[src/rtl/fp16_pkg.sv]
// Shared definitions for the FP16/INT16 accumulation controller: FSM states,
// adder mode encodings and the FP16 bit-field layout.
package fp16_pkg;

    typedef enum logic [1:0] {
        ST_IDLE  = 2'd0,
        ST_ACCUM = 2'd1,
        ST_ADD   = 2'd2,
        ST_DONE  = 2'd3
    } acc_state_t;

    localparam logic MODE_FP16 = 1'b1;
    localparam logic MODE_INT  = 1'b0;

    localparam logic [15:0] FP16_POS_ZERO = 16'h0000;

    // sign [15], exponent [14:10], mantissa [9:0]
    typedef struct packed {
        logic       sign;
        logic [4:0] exponent;
        logic [9:0] mantissa;
    } fp16_t;

    // Both +0.0 and -0.0 count as zero; only the sign may be set.
    function automatic logic fp16_is_zero(input logic [15:0] value);
        fp16_t f;
        f = value;
        return (f.exponent == 5'd0) && (f.mantissa == 10'd0);
    endfunction

endpackage

[src/rtl/fp16_acc_ctrl.sv]
// Accumulation controller feeding an external FP16/INT16 adder: streams operands
// in, folds them into an accumulator through the adder, and hands out the sum.
module fp16_acc_ctrl
    import fp16_pkg::*;
#(
    parameter int LEN_W   = 8,
    parameter int ADD_LAT = 0
) (
    input  logic             clk,
    input  logic             rst_n,
    input  logic             start_i,
    input  logic             mode_i,
    input  logic [LEN_W-1:0] len_i,
    input  logic             in_valid,
    input  logic [15:0]      in_data,
    output logic             in_ready,
    output logic             add_mode,
    output logic [15:0]      add_a,
    output logic [15:0]      add_b,
    output logic             add_valid,
    input  logic [15:0]      add_c,
    output logic             out_valid,
    output logic [15:0]      out_data,
    input  logic             out_ready,
    output logic             busy
);

    localparam int LAT_W = (ADD_LAT > 0) ? $clog2(ADD_LAT + 1) : 1;
    localparam logic [LAT_W-1:0] LAT_INIT = LAT_W'(ADD_LAT);

    acc_state_t       state_q;
    logic [15:0]      acc_q;
    logic [15:0]      opnd_q;
    logic [LEN_W-1:0] cnt_q;
    logic [LAT_W-1:0] lat_q;
    logic             mode_q;
    logic             first_q;

    logic             in_ready_q;
    logic             add_valid_q;
    logic             out_valid_q;
    logic             busy_q;

    logic [LEN_W-1:0] cnt_dec;
    logic             accept;
    logic             skip_op;
    logic             last_elem;

    assign cnt_dec   = cnt_q - 1'b1;
    assign accept    = in_valid && in_ready_q;
    assign skip_op   = (mode_q == MODE_FP16) && fp16_is_zero(in_data);
    assign last_elem = (cnt_dec == '0);

    // Every output is a flop or a direct view of one, so nothing combinational
    // leaks from the inputs to the adder or the downstream consumer.
    assign in_ready  = in_ready_q;
    assign add_valid = add_valid_q;
    assign out_valid = out_valid_q;
    assign busy      = busy_q;
    assign add_mode  = mode_q;
    assign add_a     = acc_q;
    assign add_b     = opnd_q;
    assign out_data  = acc_q;

    always_ff @(posedge clk or negedge rst_n) begin
        if (!rst_n) begin
            state_q     <= ST_IDLE;
            acc_q       <= FP16_POS_ZERO;
            opnd_q      <= '0;
            cnt_q       <= '0;
            lat_q       <= '0;
            mode_q      <= MODE_INT;
            first_q     <= 1'b0;
            in_ready_q  <= 1'b0;
            add_valid_q <= 1'b0;
            out_valid_q <= 1'b0;
            busy_q      <= 1'b0;
        end else begin
            add_valid_q <= 1'b0;
            case (state_q)
                ST_IDLE: begin
                    if (start_i) begin
                        mode_q  <= mode_i;
                        cnt_q   <= len_i;
                        acc_q   <= FP16_POS_ZERO;
                        first_q <= 1'b1;
                        busy_q  <= 1'b1;
                        if (len_i == '0) begin
                            state_q     <= ST_DONE;
                            out_valid_q <= 1'b1;
                        end else begin
                            state_q    <= ST_ACCUM;
                            in_ready_q <= 1'b1;
                        end
                    end
                end

                ST_ACCUM: begin
                    if (accept) begin
                        cnt_q <= cnt_dec;
                        // The first operand lands directly in the accumulator and
                        // FP16 zeros are dropped; neither needs an adder pass.
                        if (first_q || skip_op) begin
                            if (first_q) begin
                                acc_q   <= in_data;
                                first_q <= 1'b0;
                            end
                            if (last_elem) begin
                                state_q     <= ST_DONE;
                                in_ready_q  <= 1'b0;
                                out_valid_q <= 1'b1;
                            end
                        end else begin
                            opnd_q      <= in_data;
                            lat_q       <= LAT_INIT;
                            state_q     <= ST_ADD;
                            in_ready_q  <= 1'b0;
                            add_valid_q <= 1'b1;
                        end
                    end
                end

                ST_ADD: begin
                    if (lat_q != '0) begin
                        lat_q <= lat_q - 1'b1;
                    end else begin
                        acc_q <= add_c;
                        if (cnt_q == '0) begin
                            state_q     <= ST_DONE;
                            out_valid_q <= 1'b1;
                        end else begin
                            state_q    <= ST_ACCUM;
                            in_ready_q <= 1'b1;
                        end
                    end
                end

                ST_DONE: begin
                    if (out_ready) begin
                        state_q     <= ST_IDLE;
                        out_valid_q <= 1'b0;
                        busy_q      <= 1'b0;
                    end
                end

                default: begin
                    state_q <= ST_IDLE;
                end
            endcase
        end
    end

endmodule

[config.mk]
export PLATFORM = sky130hd
export DESIGN_NAME = fp16_acc_ctrl
export DESIGN_NICKNAME = d
export VERILOG_FILES = /design/src/rtl/fp16_pkg.sv /design/src/rtl/fp16_acc_ctrl.sv
export SDC_FILE = /design/constraint.sdc
export NUM_CORES = 1
export LEC_CHECK = 0
export ABC_AREA = 1
export CAP_MARGIN = 0
export CORE_ASPECT_RATIO = 1.4
export CORE_MARGIN = 2
export CORE_UTILIZATION = 44
export DETAILED_ROUTE_END_ITERATION = 16
export HOLD_SLACK_MARGIN = 0.15
export PLACE_DENSITY = 0.81
export SLEW_MARGIN = 30
export SYNTH_ARGS = -nofsm -noshare
export SYNTH_HDL_FRONTEND = slang
export SYNTH_SLANG_ARGS = --single-unit
[constraint.sdc]
create_clock -name clk -period 2.4 [get_ports clk]
set_input_delay 0.72 -clock clk [delete_from_list [all_inputs] [get_ports clk]]
set_output_delay 0.72 -clock clk [all_outputs]
set_load 0.1 [all_outputs]
======== After elaboration in Yosys (flattened, before gate mapping) ========
Index checks and enable logic that the tools add are counted.
storage, ports and cells
  register bits after elaboration ......... 49
  bits of input ports ..................... 46
  output and inout bits ................... 53
  logic and storage cells ................. 101
operators by class
  add/sub/neg operators ................... 2
  equality and inequality tests ........... 16
  mux-type cells .......................... 47
  bitwise operators ....................... 1
  reductions and logical operators ........ 24
operator list
  operator                                                            count
  16-bit 2-to-1 mux                                                   5
  16-bit one-hot mux with 3 select lines                              1
  8-bit zero test                                                     3
  1-bit 2-to-1 mux                                                    24
  2-bit inequality test, second input constant                        12
  2-bit 2-to-1 mux                                                    8
  8-bit 2-to-1 mux                                                    2
  8-bit one-hot mux with 2 select lines                               1
  3-bit AND reduction                                                 4
  10-bit zero test                                                    1
  2-bit one-hot mux with 4 select lines                               1
  8-bit AND reduction                                                 1
  8-bit by 1-bit subtractor with 8-bit output, second input constant  1
  7-bit AND reduction                                                 1
  1-bit one-hot mux with 2 select lines                               3
  6-bit AND reduction                                                 1
  2-bit nonzero test                                                  3
  5-bit zero test                                                     1
  5-bit AND reduction                                                 1
  2-bit == test, second input constant                                2
  1-bit one-hot mux with 4 select lines                               1
  4-bit AND reduction                                                 1
  1-bit logical AND                                                   3
  3-bit inequality test, second input constant                        1
  8 further kinds                                                     8

======== Depth between registers and ports, before layout ========
  depth after elaboration ................. 7
  gate-level depth with buffers ........... 12
  gate-level depth less buffers ........... 12

======== Worst setup path after synthesis ========
No wires, ideal clock.
  path type ............................... register to output
  from .................................... register acc_q[0] (netlist: add_a[0])
  to ...................................... output port out_data[0]
  data arrival time ....................... 1340 ps
  required time ........................... 1680 ps
  setup slack ............................. 340 ps
  stages on the path, launching flop included .. 2
  path buffers ............................ 1
  cells stage by stage .................... dfrtp_1 > buf_4
RTL lines
  what                    RTL line              RTL
  from (decl)             fp16_acc_ctrl.sv:32   logic [15:0] acc_q;
  from (signal assigned)  fp16_acc_ctrl.sv:105  acc_q <= in_data;
  to (decl)               fp16_acc_ctrl.sv:23   output logic [15:0] out_data,
No word-level cell between the ends.

======== Worst setup path in the final report ========
  from .................................... register state_q[1]
  to ...................................... register opnd_q[1] (netlist: add_b[1])
between the ends
  longest elaborated chain between the ends .. 2
RTL lines
  what                                      RTL line              RTL
  from (decl)                               fp16_acc_ctrl.sv:31   acc_state_t state_q;
  from (signal assigned)                    fp16_acc_ctrl.sv:67   state_q <= ST_IDLE;
  from (signal assigned)                    fp16_acc_ctrl.sv:89   state_q <= ST_DONE;
  from (signal assigned)                    fp16_acc_ctrl.sv:92   state_q <= ST_ACCUM;
  2-bit by 1-bit == test with 1-bit output  fp16_acc_ctrl.sv:80   case (state_q)
  3-bit AND reduction (no line)             -
  to (signal assigned)                      fp16_acc_ctrl.sv:114  opnd_q <= in_data;
  to (decl)                                 fp16_acc_ctrl.sv:33   logic [15:0] opnd_q;
No other way between the ends.
A chain may end at the register's enable or synchronous reset.

==> flow_metrics.env <==
export IMPL_outcome="complete, no violations"
export IMPL_final_hold_viol_count=0
export IMPL_layout_common_cells="nand2_1 (69), buf_4 (57), inv_1 (52), dfrtp_1 (48), clkdlybuf4s50_1 (44)"
export IMPL_period_needed_ps=2030
export IMPL_yosysWarnings=0
export IMPL_cts_max_path_buffers=2
export IMPL_start_kind="flop"
export IMPL_cts_htree_levels=2
export IMPL_clock_latency_ps=300
export IMPL_cts_resized_gates=0
export IMPL_timing_setup_tns_ps=0
export IMPL_row_count=34
export IMPL_routed_wl_um=7300
export IMPL_skew_ps=6.16
export IMPL_drv_cap=0
export IMPL_hp_class="input pin to async pin"
export IMPL_antenna_found_initial=0
export IMPL_avgSynthCellArea_um2=7.76
export IMPL_synth_area_top_cells="dfrtp_1 (44%), nand2_1 (9.4%), inv_1 (7.1%)"
export IMPL_grt_max_degree=34
export IMPL_dr_pass1_iters=4
export IMPL_setup_viol=0
export IMPL_via_per_inst=5.21
export IMPL_die_w_um=70.9
export IMPL_clock_sinks=48
export IMPL_drtAntennaViolNets=0
export IMPL_rsz0062_at_grt="no"
export IMPL_drive_gt1_share_pct=19.3
export IMPL_fmax_ghz=0.493
export IMPL_cts_tree="done"
export IMPL_worst_r2r_path_depth=6
export IMPL_crit_path_end_kind="flop"
export IMPL_cts_inserted_buffers=5
export IMPL_core_mm2=0.00613
export IMPL_wl_per_cell_um=14.4
export IMPL_vias=2641
export IMPL_grt_first_pass_wirelength_um=11900
export IMPL_port_buffer_count=98
export IMPL_cp_required_ps=2610
export IMPL_slew_headroom_pct=61.7
export IMPL_track_usage_pct=21.7
export IMPL_maxSlewViolCount=0
export IMPL_layout_commonest_cell="nand2_1"
export IMPL_synth_cell_area_mm2=0.00276
export IMPL_nets=486
export IMPL_start_util_pct=45.0
export IMPL_syn_nets=407
export IMPL_fin_hold_ws_ps=405
export IMPL_yosysUniqueCellTypes=29
export IMPL_pin_count=99
export IMPL_drt_initial_drc_count=190
export IMPL_arrival_ps=2240
export IMPL_gr_total_overflow=0
export IMPL_critPathKind="flop to flop"
export IMPL_ys_seq_elements=48
export IMPL_postCtsSetupRepairBufs=0
export IMPL_synth_top_area_cell="dfrtp_1"
export IMPL_die_h_um=97.7
export IMPL_die_area_mm2=0.00692
export IMPL_post_route_drc_count=0
export IMPL_gp_congestion=0.944
export IMPL_synth_cells=355
export IMPL_root_buffer="clkbuf_8"
export IMPL_area_delta_synth_final_pct=31.3
export IMPL_final_util_pct=59.1
export IMPL_yosysSeqAreaShare_pct=43.6
export IMPL_fin_crit_sh_pct=84.6
export IMPL_hpwl_um=5670
export IMPL_grt_pass1_vias=2492
export IMPL_cts_reportedPaths_clkPinSlew_ps=90
export IMPL_synthDominantCellAreaShare_pct=43.6
export IMPL_cts_hold_buf=0
export IMPL_tightest_slew_ps=574
export IMPL_cp_max_fo=33
export IMPL_antenna_cells=0
## worst max-delay path, stage by stage, from the launching register on
cell	delay [ps]
dfrtp_1	420
inv_1	110
ha_1	270
inv_2	210
nor2_4	210
nand4_4	380
o21ai_0	330
## kinds of logic after synthesis
family                   synth area share [%]
AND/OR/NAND/NOR                          24.0
buffers and inverters                    14.9
AO/OA/AOI/OAI                            14.0
flip-flops                               43.6
adder cells (fa/ha/maj)                  2.72
multiplexers                            0.772
## stage by stage
stage / setup slack, ps / area (um2) / cells
finish: 370 / 3620 / 507
global route: 190 / 3620 / 507
CTS: 381 / 3620 / 507
detailed placement: 63.1 / 3530 / 499
global placement: 153 / 3530 / 499
floorplan: 340 / 2760 / 355
## worst paths after layout
path	startpoint	endpoint	slack [ps]
hold / removal	rst_n	add_b[6]$_DFFE_PN0P_	400
hold reg to reg	out_valid$_DFFE_PN0P_	out_valid$_DFFE_PN0P_	490
min in group clk	out_valid$_DFFE_PN0P_	out_valid$_DFFE_PN0P_	490
setup / recovery	state_q[1]$_DFFE_PN0P_	add_b[1]$_DFFE_PN0P_	370
setup reg to reg	state_q[1]$_DFFE_PN0P_	add_b[1]$_DFFE_PN0P_	370
max in group asynchronous	rst_n	add_b[9]$_DFFE_PN0P_	1370
## cells in the mapped netlist
master / instances
a21oi_1: 7
and3_4: 1
buf_2: 4
buf_4: 18
buf_6: 3
clkbuf_1: 5
clkbuf_2: 1
dfrtp_1: 48
ha_1: 6
inv_1: 52
inv_2: 1
mux2_2: 1
mux2i_1: 1
nand2_1: 69
nand2_2: 3
nand2_4: 1
nand3_1: 31
nand3_2: 1
nand4_1: 3
nand4_4: 1
nor2_1: 22
nor2_2: 4
nor2_4: 2
nor3_4: 1
o211ai_1: 4
o21ai_0: 36
o21ai_1: 27
o22ai_1: 1
or2_4: 1
## registers in the layout (all words and copies together), names as in the netlist
register and cells:
add_mode 1, first_q 1, add_a 16, state_q 2, in_ready 1, out_valid 1
add_valid 1, busy 1, add_b 16, cnt_q 8
## final cells by class
cell class / instances / area (um2)
Clock buffer: 6 / 82.6
Clock inverter: 2 / 10.0
Fill cell: 571 / 2510
Inverter: 53 / 199
Multi-Input combinational cell: 223 / 1140
Sequential cell: 48 / 1200
Tap cell: 72 / 90.1
Timing Repair Buffer: 103 / 893
## layer usage
metal  GRT usage [%]  share of wire (%)
met1            25.6                 39
met2            38.9                 52
met3            3.94                6.5
met4            7.11                2.1
met5               0                  0
Power is left out: the tool's default activity adds up to more than one toggle a clock period on the data nets, which glitch-free logic cannot reach.
